==> src/rtl/mc_pkg.sv <==
// mc_pkg: shared definitions for the multicycle main decoder and the ALU decoder.
// Optional build macro: MC_MAINDEC_BNE_EN (adds the bne instruction path).
package mc_pkg;

    // Opcodes recognised by the main decoder
    localparam logic [5:0] OP_RTYPE = 6'b000000;
    localparam logic [5:0] OP_LW    = 6'b100011;
    localparam logic [5:0] OP_SW    = 6'b101011;
    localparam logic [5:0] OP_BEQ   = 6'b000100;
    localparam logic [5:0] OP_ADDI  = 6'b001000;
    localparam logic [5:0] OP_J     = 6'b000010;
    localparam logic [5:0] OP_BNE   = 6'b000101;

    // aluop encodings shared with the ALU decoder; 2'b11 is never produced
    localparam logic [1:0] ALUOP_ADD   = 2'b00;
    localparam logic [1:0] ALUOP_SUB   = 2'b01;
    localparam logic [1:0] ALUOP_FUNCT = 2'b10;

    // ALU B operand selects
    localparam logic [1:0] ALUSRCB_FOUR  = 2'b01;
    localparam logic [1:0] ALUSRCB_IMM   = 2'b10;
    localparam logic [1:0] ALUSRCB_IMMSH = 2'b11;

    // PC source selects (2'b00 = ALU result is the idle value)
    localparam logic [1:0] PCSRC_ALUOUT = 2'b01;
    localparam logic [1:0] PCSRC_JUMP   = 2'b10;

    // Controller states; encodings 13..15 are unreachable
    typedef enum logic [3:0] {
        FETCH   = 4'd0,
        DECODE  = 4'd1,
        MEMADR  = 4'd2,
        MEMRD   = 4'd3,
        MEMWB   = 4'd4,
        MEMWR   = 4'd5,
        RTYPEEX = 4'd6,
        RTYPEWB = 4'd7,
        BEQEX   = 4'd8,
        ADDIEX  = 4'd9,
        ADDIWB  = 4'd10,
        JEX     = 4'd11,
        BNEEX   = 4'd12
    } state_t;

    // Datapath control bundle produced by the output decoder
    typedef struct packed {
        logic [1:0] aluop;
        logic       alusrca;
        logic [1:0] alusrcb;
        logic [1:0] pcsrc;
        logic       iord;
        logic       memtoreg;
        logic       regdst;
        logic       irwrite;
        logic       pcwrite;
        logic       branch;
        logic       regwrite;
        logic       memwrite;
    } ctrl_t;

    // State that follows DECODE for a given opcode; FETCH means unsupported
    function automatic state_t decode_target(input logic [5:0] op);
        case (op)
            OP_LW, OP_SW: return MEMADR;
            OP_RTYPE:     return RTYPEEX;
            OP_BEQ:       return BEQEX;
            OP_ADDI:      return ADDIEX;
            OP_J:         return JEX;
`ifdef MC_MAINDEC_BNE_EN
            OP_BNE:       return BNEEX;
`else
            OP_BNE:       return FETCH;
`endif
            default:      return FETCH;
        endcase
    endfunction

endpackage

==> src/rtl/mc_maindec_outdec.sv <==
// mc_maindec_outdec: pure state-to-control decode for the multicycle controller.
// Optional build macro: MC_MAINDEC_BNE_EN (adds the bne output for BNEEX).
module mc_maindec_outdec
    import mc_pkg::*;
(
    input  logic [3:0] state,
    input  logic       mem_ready,
`ifdef MC_MAINDEC_BNE_EN
    output logic       bne,
`endif
    output ctrl_t      ctrl
);

    // Moore decode; only FETCH looks at mem_ready so the PC/IR update once per fetch
    always_comb begin
        ctrl = '0;
`ifdef MC_MAINDEC_BNE_EN
        bne  = 1'b0;
`endif
        case (state)
            FETCH: begin
                ctrl.alusrcb = ALUSRCB_FOUR;
                ctrl.aluop   = ALUOP_ADD;
                ctrl.irwrite = mem_ready;
                ctrl.pcwrite = mem_ready;
            end
            DECODE: begin
                ctrl.alusrcb = ALUSRCB_IMMSH;
                ctrl.aluop   = ALUOP_ADD;
            end
            MEMADR: begin
                ctrl.alusrca = 1'b1;
                ctrl.alusrcb = ALUSRCB_IMM;
            end
            MEMRD: begin
                ctrl.iord = 1'b1;
            end
            MEMWB: begin
                ctrl.memtoreg = 1'b1;
                ctrl.regwrite = 1'b1;
            end
            MEMWR: begin
                ctrl.iord     = 1'b1;
                ctrl.memwrite = 1'b1;
            end
            RTYPEEX: begin
                ctrl.alusrca = 1'b1;
                ctrl.aluop   = ALUOP_FUNCT;
            end
            RTYPEWB: begin
                ctrl.regdst   = 1'b1;
                ctrl.regwrite = 1'b1;
            end
            BEQEX: begin
                ctrl.alusrca = 1'b1;
                ctrl.aluop   = ALUOP_SUB;
                ctrl.pcsrc   = PCSRC_ALUOUT;
                ctrl.branch  = 1'b1;
            end
            ADDIEX: begin
                ctrl.alusrca = 1'b1;
                ctrl.alusrcb = ALUSRCB_IMM;
            end
            ADDIWB: begin
                ctrl.regwrite = 1'b1;
            end
            JEX: begin
                ctrl.pcsrc   = PCSRC_JUMP;
                ctrl.pcwrite = 1'b1;
            end
`ifdef MC_MAINDEC_BNE_EN
            BNEEX: begin
                ctrl.alusrca = 1'b1;
                ctrl.aluop   = ALUOP_SUB;
                ctrl.pcsrc   = PCSRC_ALUOUT;
                bne          = 1'b1;
            end
`endif
            default: ;
        endcase
    end

endmodule

==> src/rtl/mc_maindec.sv <==
// mc_maindec: multicycle main control FSM with a mem_ready wait handshake.
// Optional build macro: MC_MAINDEC_BNE_EN (adds BNEEX state and bne port).
module mc_maindec
    import mc_pkg::*;
#(
    parameter int STATE_W = 4
) (
    input  logic       clk,
    input  logic       reset_n,
    input  logic [5:0] op,
    input  logic       mem_ready,
    output logic [1:0] aluop,
    output logic       alusrca,
    output logic [1:0] alusrcb,
    output logic [1:0] pcsrc,
    output logic       iord,
    output logic       memtoreg,
    output logic       regdst,
    output logic       irwrite,
    output logic       pcwrite,
    output logic       branch,
    output logic       regwrite,
    output logic       memwrite,
`ifdef MC_MAINDEC_BNE_EN
    output logic       bne,
`endif
    output logic       illegal_op
);

    logic [STATE_W-1:0] state_q;
    logic [3:0]         cur;
    state_t             nxt;
    ctrl_t              ctrl;
    ctrl_t              ctrl_g;
    logic               illegal_raw;
`ifdef MC_MAINDEC_BNE_EN
    logic               bne_raw;
`endif

    // Any nonzero bit above the 4-bit encoding is treated as an unreachable state
    always_comb begin
        cur = state_q[3:0];
        if ((state_q >> 4) != '0)
            cur = 4'hF;
    end

    // Next-state logic; op is only looked at in DECODE and MEMADR
    always_comb begin
        nxt = FETCH;
        case (cur)
            FETCH:   nxt = mem_ready ? DECODE : FETCH;
            DECODE:  nxt = decode_target(op);
            MEMADR:  nxt = (op == OP_SW) ? MEMWR : MEMRD;
            MEMRD:   nxt = mem_ready ? MEMWB : MEMRD;
            MEMWB:   nxt = FETCH;
            MEMWR:   nxt = mem_ready ? FETCH : MEMWR;
            RTYPEEX: nxt = RTYPEWB;
            RTYPEWB: nxt = FETCH;
            BEQEX:   nxt = FETCH;
            ADDIEX:  nxt = ADDIWB;
            ADDIWB:  nxt = FETCH;
            JEX:     nxt = FETCH;
            default: nxt = FETCH;
        endcase
    end

    // State register; reset abandons any instruction in flight
    always_ff @(posedge clk or negedge reset_n) begin
        if (!reset_n)
            state_q <= STATE_W'(FETCH);
        else
            state_q <= STATE_W'(nxt);
    end

    mc_maindec_outdec u_outdec (
        .state     (cur),
        .mem_ready (mem_ready),
`ifdef MC_MAINDEC_BNE_EN
        .bne       (bne_raw),
`endif
        .ctrl      (ctrl)
    );

    // illegal_op flags an unsupported opcode during the single DECODE cycle
    always_comb begin
        illegal_raw = (cur == DECODE) && (decode_target(op) == FETCH);
    end

    // Outputs are cleared while reset is held, without waiting for a clock edge
    always_comb begin
        ctrl_g = reset_n ? ctrl : '0;
    end

    assign aluop      = ctrl_g.aluop;
    assign alusrca    = ctrl_g.alusrca;
    assign alusrcb    = ctrl_g.alusrcb;
    assign pcsrc      = ctrl_g.pcsrc;
    assign iord       = ctrl_g.iord;
    assign memtoreg   = ctrl_g.memtoreg;
    assign regdst     = ctrl_g.regdst;
    assign irwrite    = ctrl_g.irwrite;
    assign pcwrite    = ctrl_g.pcwrite;
    assign branch     = ctrl_g.branch;
    assign regwrite   = ctrl_g.regwrite;
    assign memwrite   = ctrl_g.memwrite;
    assign illegal_op = reset_n & illegal_raw;
`ifdef MC_MAINDEC_BNE_EN
    assign bne        = reset_n & bne_raw;
`endif

endmodule

==> config.mk <==
export PLATFORM = sky130hd
export DESIGN_NAME = mc_maindec
export DESIGN_NICKNAME = d
export VERILOG_FILES = /design/src/rtl/mc_pkg.sv /design/src/rtl/mc_maindec_outdec.sv /design/src/rtl/mc_maindec.sv
export SDC_FILE = /design/constraint.sdc
export NUM_CORES = 1
export LEC_CHECK = 0
export BUFFER_PORTS_ARGS = -buffer_cell sky130_fd_sc_hd__buf_2
export CORE_UTILIZATION = 45
export CTS_CLUSTER_DIAMETER = 60
export DETAILED_ROUTE_END_ITERATION = 16
export PLACE_DENSITY = 0.83
export SYNTH_ARGS = -nofsm -noshare
export SYNTH_HDL_FRONTEND = slang
export SYNTH_SLANG_ARGS = --single-unit
==> constraint.sdc <==
create_clock -name clk -period 2.2 [get_ports clk]
set_clock_uncertainty 0.2 [all_clocks]
set_input_delay 0.11 -clock clk [delete_from_list [all_inputs] [get_ports clk]]
set_output_delay 0.11 -clock clk [all_outputs]
set_load 0.03 [all_outputs]
Yosys cells after proc, flatten, opt, wreduce, memory -nomap -nowiden

Cells that the tools add are included.
Widths: inputs -> output; s select.

Flip-flop bits (word level): 4
Output and inout port bits: 16
Word-level logic and storage cells: 46

Equal/unequal tests: 16
Mux-type cells: 19
Bitwise operators: 1
Reductions and logical operators: 9

Operators by type and width:

| kind               | count |
|---|---|
| $pmux 4 s7         | 1 |
| $pmux 4 s5         | 1 |
| $eq 4x3->1 const B | 4 |
| $eq 4x4->1 const B | 4 |
| $mux 15            | 1 |
| $eq 6x6->1 const B | 2 |
| $mux 1             | 9 |
| $mux 3             | 3 |
| $eq 4x2->1 const B | 2 |
| $logic_not 4->1    | 2 |
| $pmux 2 s2         | 2 |
| $eq 6x2->1 const B | 1 |
| $eq 6x3->1 const B | 1 |
| $eq 6x4->1 const B | 1 |
| $logic_not 6->1    | 1 |
| $pmux 2 s3         | 1 |
| $reduce_or 2->1    | 3 |
| $eq 4x1->1 const B | 1 |
| $reduce_or 4->1    | 1 |
| $reduce_or 3->1    | 1 |
| $pmux 1 s2         | 1 |
| $and 1x1->1        | 1 |
| $logic_and 1x1->1  | 1 |

Longest topological paths before layout

Word-level depth: 6
Mapped depth: 5
Gate-level depth less buffers: 3

Cells and area by module

From an unflattened synthesis, not the netlist that was laid out.

Cell total of the unflattened synthesis: 87
Area, all modules: 635.6 µm²

By module, submodules not included:

| module            | times used | cells each | area each (µm²) | seq. area each (µm²) |
|---|---|---|---|---|
| mc_maindec        | 1          | 56         | 444.2           | 100.1 |
| mc_maindec_outdec | 1          | 31         | 191.4           | 0.0 |

Worst setup path before layout

No wires, ideal clock.

Path type: register -> output
Start: register state_q[2], in the netlist cur[2]
End: output port irwrite
Arrival: 1.842 ns
Required time: 1.890 ns
Setup slack: 0.048 ns
Cell stages (with the launch flop): 5
Path through: dfrtp_1 > buf_4 > nor2_1 > nand2_1 > nor4b_1

Word-level cells in the longest chain between the ends: 3

Ends and longest elaborated chain:

| item                   | RTL line                | text |
|---|---|---|
| start, declared        | mc_maindec.sv:30        | `logic [STATE_W-1:0] state_q;` |
| start signal, assigned | mc_maindec.sv:70        | `state_q <= STATE_W'(FETCH);` |
| start signal, assigned | mc_maindec.sv:72        | `state_q <= STATE_W'(nxt);` |
| $logic_not 4->1        | mc_maindec_outdec.sv:20 | `case (state)` |
| $mux 1                 | mc_maindec_outdec.sv:20 |  |
| $mux 15                | mc_maindec.sv:91        | `ctrl_g = reset_n ? ctrl : '0;` |
| end, declared          | mc_maindec.sv:19        | `output logic irwrite,` |

Every way passes these cells.

Final worst setup path

Start: register state_q[0], in the netlist cur[0]
End: output port illegal_op

Word-level cells in the longest chain between the ends: 3

Ends and longest elaborated chain:

| item              | RTL line          | text |
|---|---|---|
| $eq 4x1->1        | mc_maindec.sv:86  | `illegal_raw = (cur == DECODE) && (decode_target(op) == FETCH);` |
| $logic_and 1x1->1 | mc_maindec.sv:86  |  |
| $and 1x1->1       | mc_maindec.sv:106 | `assign illegal_op = reset_n & illegal_raw;` |
| end, declared     | mc_maindec.sv:27  | `output logic illegal_op` |

Every way passes these cells.

==> summary.md <==
| Metric | Value |
|---|---|
| Area grow syn2layout | 28.1% |
| Die Area | between 1000 and 1500 um2 |
| CP Class | reg2out |
| Worst-Skew Late Latency | 230 ps |
| Reg-to-reg slack, setup | approximately 440 ps |
| Async SR Flop Fraction | between 90% and 100% |
| FMAX | between 400 and 500 MHz |
| Post-Synthesis Cells | a little under 80 |
| Starting Density | 50.9% |
| Setup TNS | 0 ps |
| WHS Path Cells | 3 |
| Die Y | between 30 and 40 um |
| Area of the multi-input gates | around 440 um2 |
| First-pass GRT wire length | between 2000 and 2500 um |
| Post-route non-filler standard cell count | 118 |
| Post-synth EDFFs | 0 |
| Largest register FFs | 4 |
| Rel. slew slack | roughly three fifths |
| Mapped Area | slightly below 600 um2 |
| H-tree depth | 1 |
| Post_cts resized | 0 |
| Clock root buffer | clkbuf_4 |
| Critical Path RT | 1890 ps |
| Clock power frac | between 10% and 20% |
| Net Sw Power | around 0.00033 W |
| Post-synthesis mux area share | 0% |
| DR iter-0 viols | 17 |
| Layout cells sized above 1 | between 20% and 30% |
| Total Power | ~0.00065 W |
| Reg2reg path depth | 3 |
| Synthesis warning total | 0 |
| RSZ-0062 raised after global routing | false |
| Worst VDD drop | between 400 and 500 uV |
| GP Congestion | approximately 0.84 |
| DRC | 0 |
| CTS sink cnt | 4 |
| Number of I/O pins | 25 |
| Combinational share of power | 58.6% |
| Final #Nets | around 120 |
| CP max FO | 21 |
| CTS tree | done |
| Placed instance count | approximately 110 |
| Cell-internal power | approximately 0.00032 W |
| Main synth FF type | dfrtp_1 |
| Routed Wire Length | roughly 1400 um |
| XOR/XNOR share of the synthesized area | under 10% |
| DRT antenna net count | 0 |
| Clock transition at path regs | roughly 40 ps |
| I/O Buffers | 24 |
| Worst r2r src | cur[0] |
| Die W | between 30 and 40 um |
| Number of global-route vias before repair | roughly 560 |
| Yosys reg bits | 4 |
| Clk buf depth | 2 |
| Seq/Total Area, Yosys | between 10% and 20% |
| Core outline area | ~1200 um2 |
| # rows | 12 |
| Tot GR Track Use | a little under a quarter |
| Minimum clock period | 2040 ps |
| Crit path to | illegal_op |
| Hold Fails Final Rpt | 0 |
| Reg power frac | 27.8% |
| Tightest Hold Check Type | in2reg |
| WL/cell | 11.6 um |
| Critical path startpoint category | flop |
| Crit path capture type | output pin |
| Max-Cap Viols | 0 |
| # fillers | between 100 and 150 |
| # setup viols final | 0 |
| Status | completed |
| Post-detailed-placement half-perimeter wirelength | roughly 970 um |
| Complex-gate fraction of the synthesized area | between 10% and 20% |
| Switching Fraction | between 50% and 60% |
| Initial antenna violation count | 0 |
| WP data arrival | roughly 1700 ps |
| PwrDens | approximately 860 nW/um2 |
| Simple-gate share of the synthesized area | between 50% and 60% |
| Largest family of logic cells by synthesized area | simple AND/OR/NAND/NOR gates |
| DR vias | about 680 |
| Post-CTS setup buffers | 0 |
| Syn Nets | a little under 90 |
| R2r endpoint | cur[2] |
| Cts bufs inserted | 3 |
| Leak | 0.335 nW |
| Synth Area in Adders | 0% |
| Syn_area_per_cell | ~7.4 um2 |
| Max-slew violations | 0 |
| Fin crit share | between 90 and 100% |
| CP startpoint | cur[0] |
| Post-CTS Hold Buffers | 4 |
| Register Area | around 100 um2 |
| Pin count of the biggest net entering global routing | 22 |
| Post-synthesis cell type count | 33 |
| Vias per cell | 5.75 |
| GR Overflow Total | 0 |
| DRT Pass-1 Iters | 4 |
| Worst slew pin tran | around 580 ps |
| Ant. Diodes | 0 |
## area by class of cell
type	instances	share of cell area, %
clock buffer	3	2.99
inverter	2	0.997
multi-input combinational	66	58.1
sequential	4	13.3
tap	14	2.33
timing repair buffer	29	22.3
## cell usage after synthesis (3+ instances only)
master    instances  area share, %
nand3_1           4            3.4
nor3_1            6            5.1
nor2_1            9            5.7
buf_2             4            3.4
dfrtp_1           4             17
o211ai_1          3            3.8
o31ai_1           3            3.8
nand2_1           6            3.8
o21ai_0           3            2.6
nand2b_1          4            4.3
buf_4             3            3.8
## power groups by stage
stage	clock (W)	sequential, W	combinational, W
floorplan	0	0.000116	0.000366
global placement	0	0.000178	0.000368
detailed placement	0	0.000179	0.000375
CTS	0.0000897	0.000178	0.000381
global route	0.0000983	0.000190	0.000418
finish	0.0000882	0.000181	0.000381
## stage by stage
stage          setup slack [ps]  hold WS, ps  util, %  cell area (um2)
4_1_cts                     187         2.96     65.2              753
3_3_place_gp                471         -228     59.7              691
6_report                    160         6.85     65.2              753
2_1_floorplan              47.9         -386        -              588
5_1_grt                    43.8         19.5     65.2              753
3_5_place_dp                447         -226     59.7              691
## per-layer routing
metal,global-route usage (%),wire length (um),up-vias
li1,-,-,348
met3,3.49,68,4
met2,38.1,634,27
met1,27.6,648,300
met5,0,0,-
met4,10.7,23,0
## kinds of logic after synthesis
group | after synthesis
buf+inv | 9
compound gates | 16
simple gates | 47
xor+xnor | 3
flops | 4
## how the worst min path moves through the flow
stage | slack, ps | endpoint | startpoint
after floorplan | -390 | cur[0] | reset_n
after global placement | -230 | cur[1] | reset_n
after detailed placement | -230 | cur[0] | reset_n
after CTS | 3 | cur[1] | op[2]
after global routing | 20 | cur[1] | op[2]
final | 7 | cur[1] | op[2]
## worst max-delay path, stage by stage (launching register included)
cell	delay, ps
dfrtp_1	700
nand2b_1	240
nor4bb_1	310
buf_2	240
## cell usage in the layout, fill, tap and decap left out
cell and instances:
buf_2 24, nor2_1 9, nor3_1 6, nand2_1 6, nand2b_1 4, nand3_1 4
dfrtp_1 4, dlygate4sd3_1 4, o21ai_0 3, o211ai_1 3, o31ai_1 3, clkbuf_4 3
inv_1 2, a21boi_0 2, nor2b_1 2, nor3b_1 2, nand4_1 2, xnor2_1 2
nor4b_1 2, nor4bb_1 2, xor2_1 1, and3_1 1, nor4b_2 1, nor4b_4 1
and2b_1 1, o2bb2ai_1 1, and2_1 1, o21a_1 1, a31oi_1 1, o32ai_1 1
and4b_1 1, and3b_1 1, or4b_1 1, o311ai_1 1, buf_4 1
Note: power is estimated with default switching activity, not from simulation.
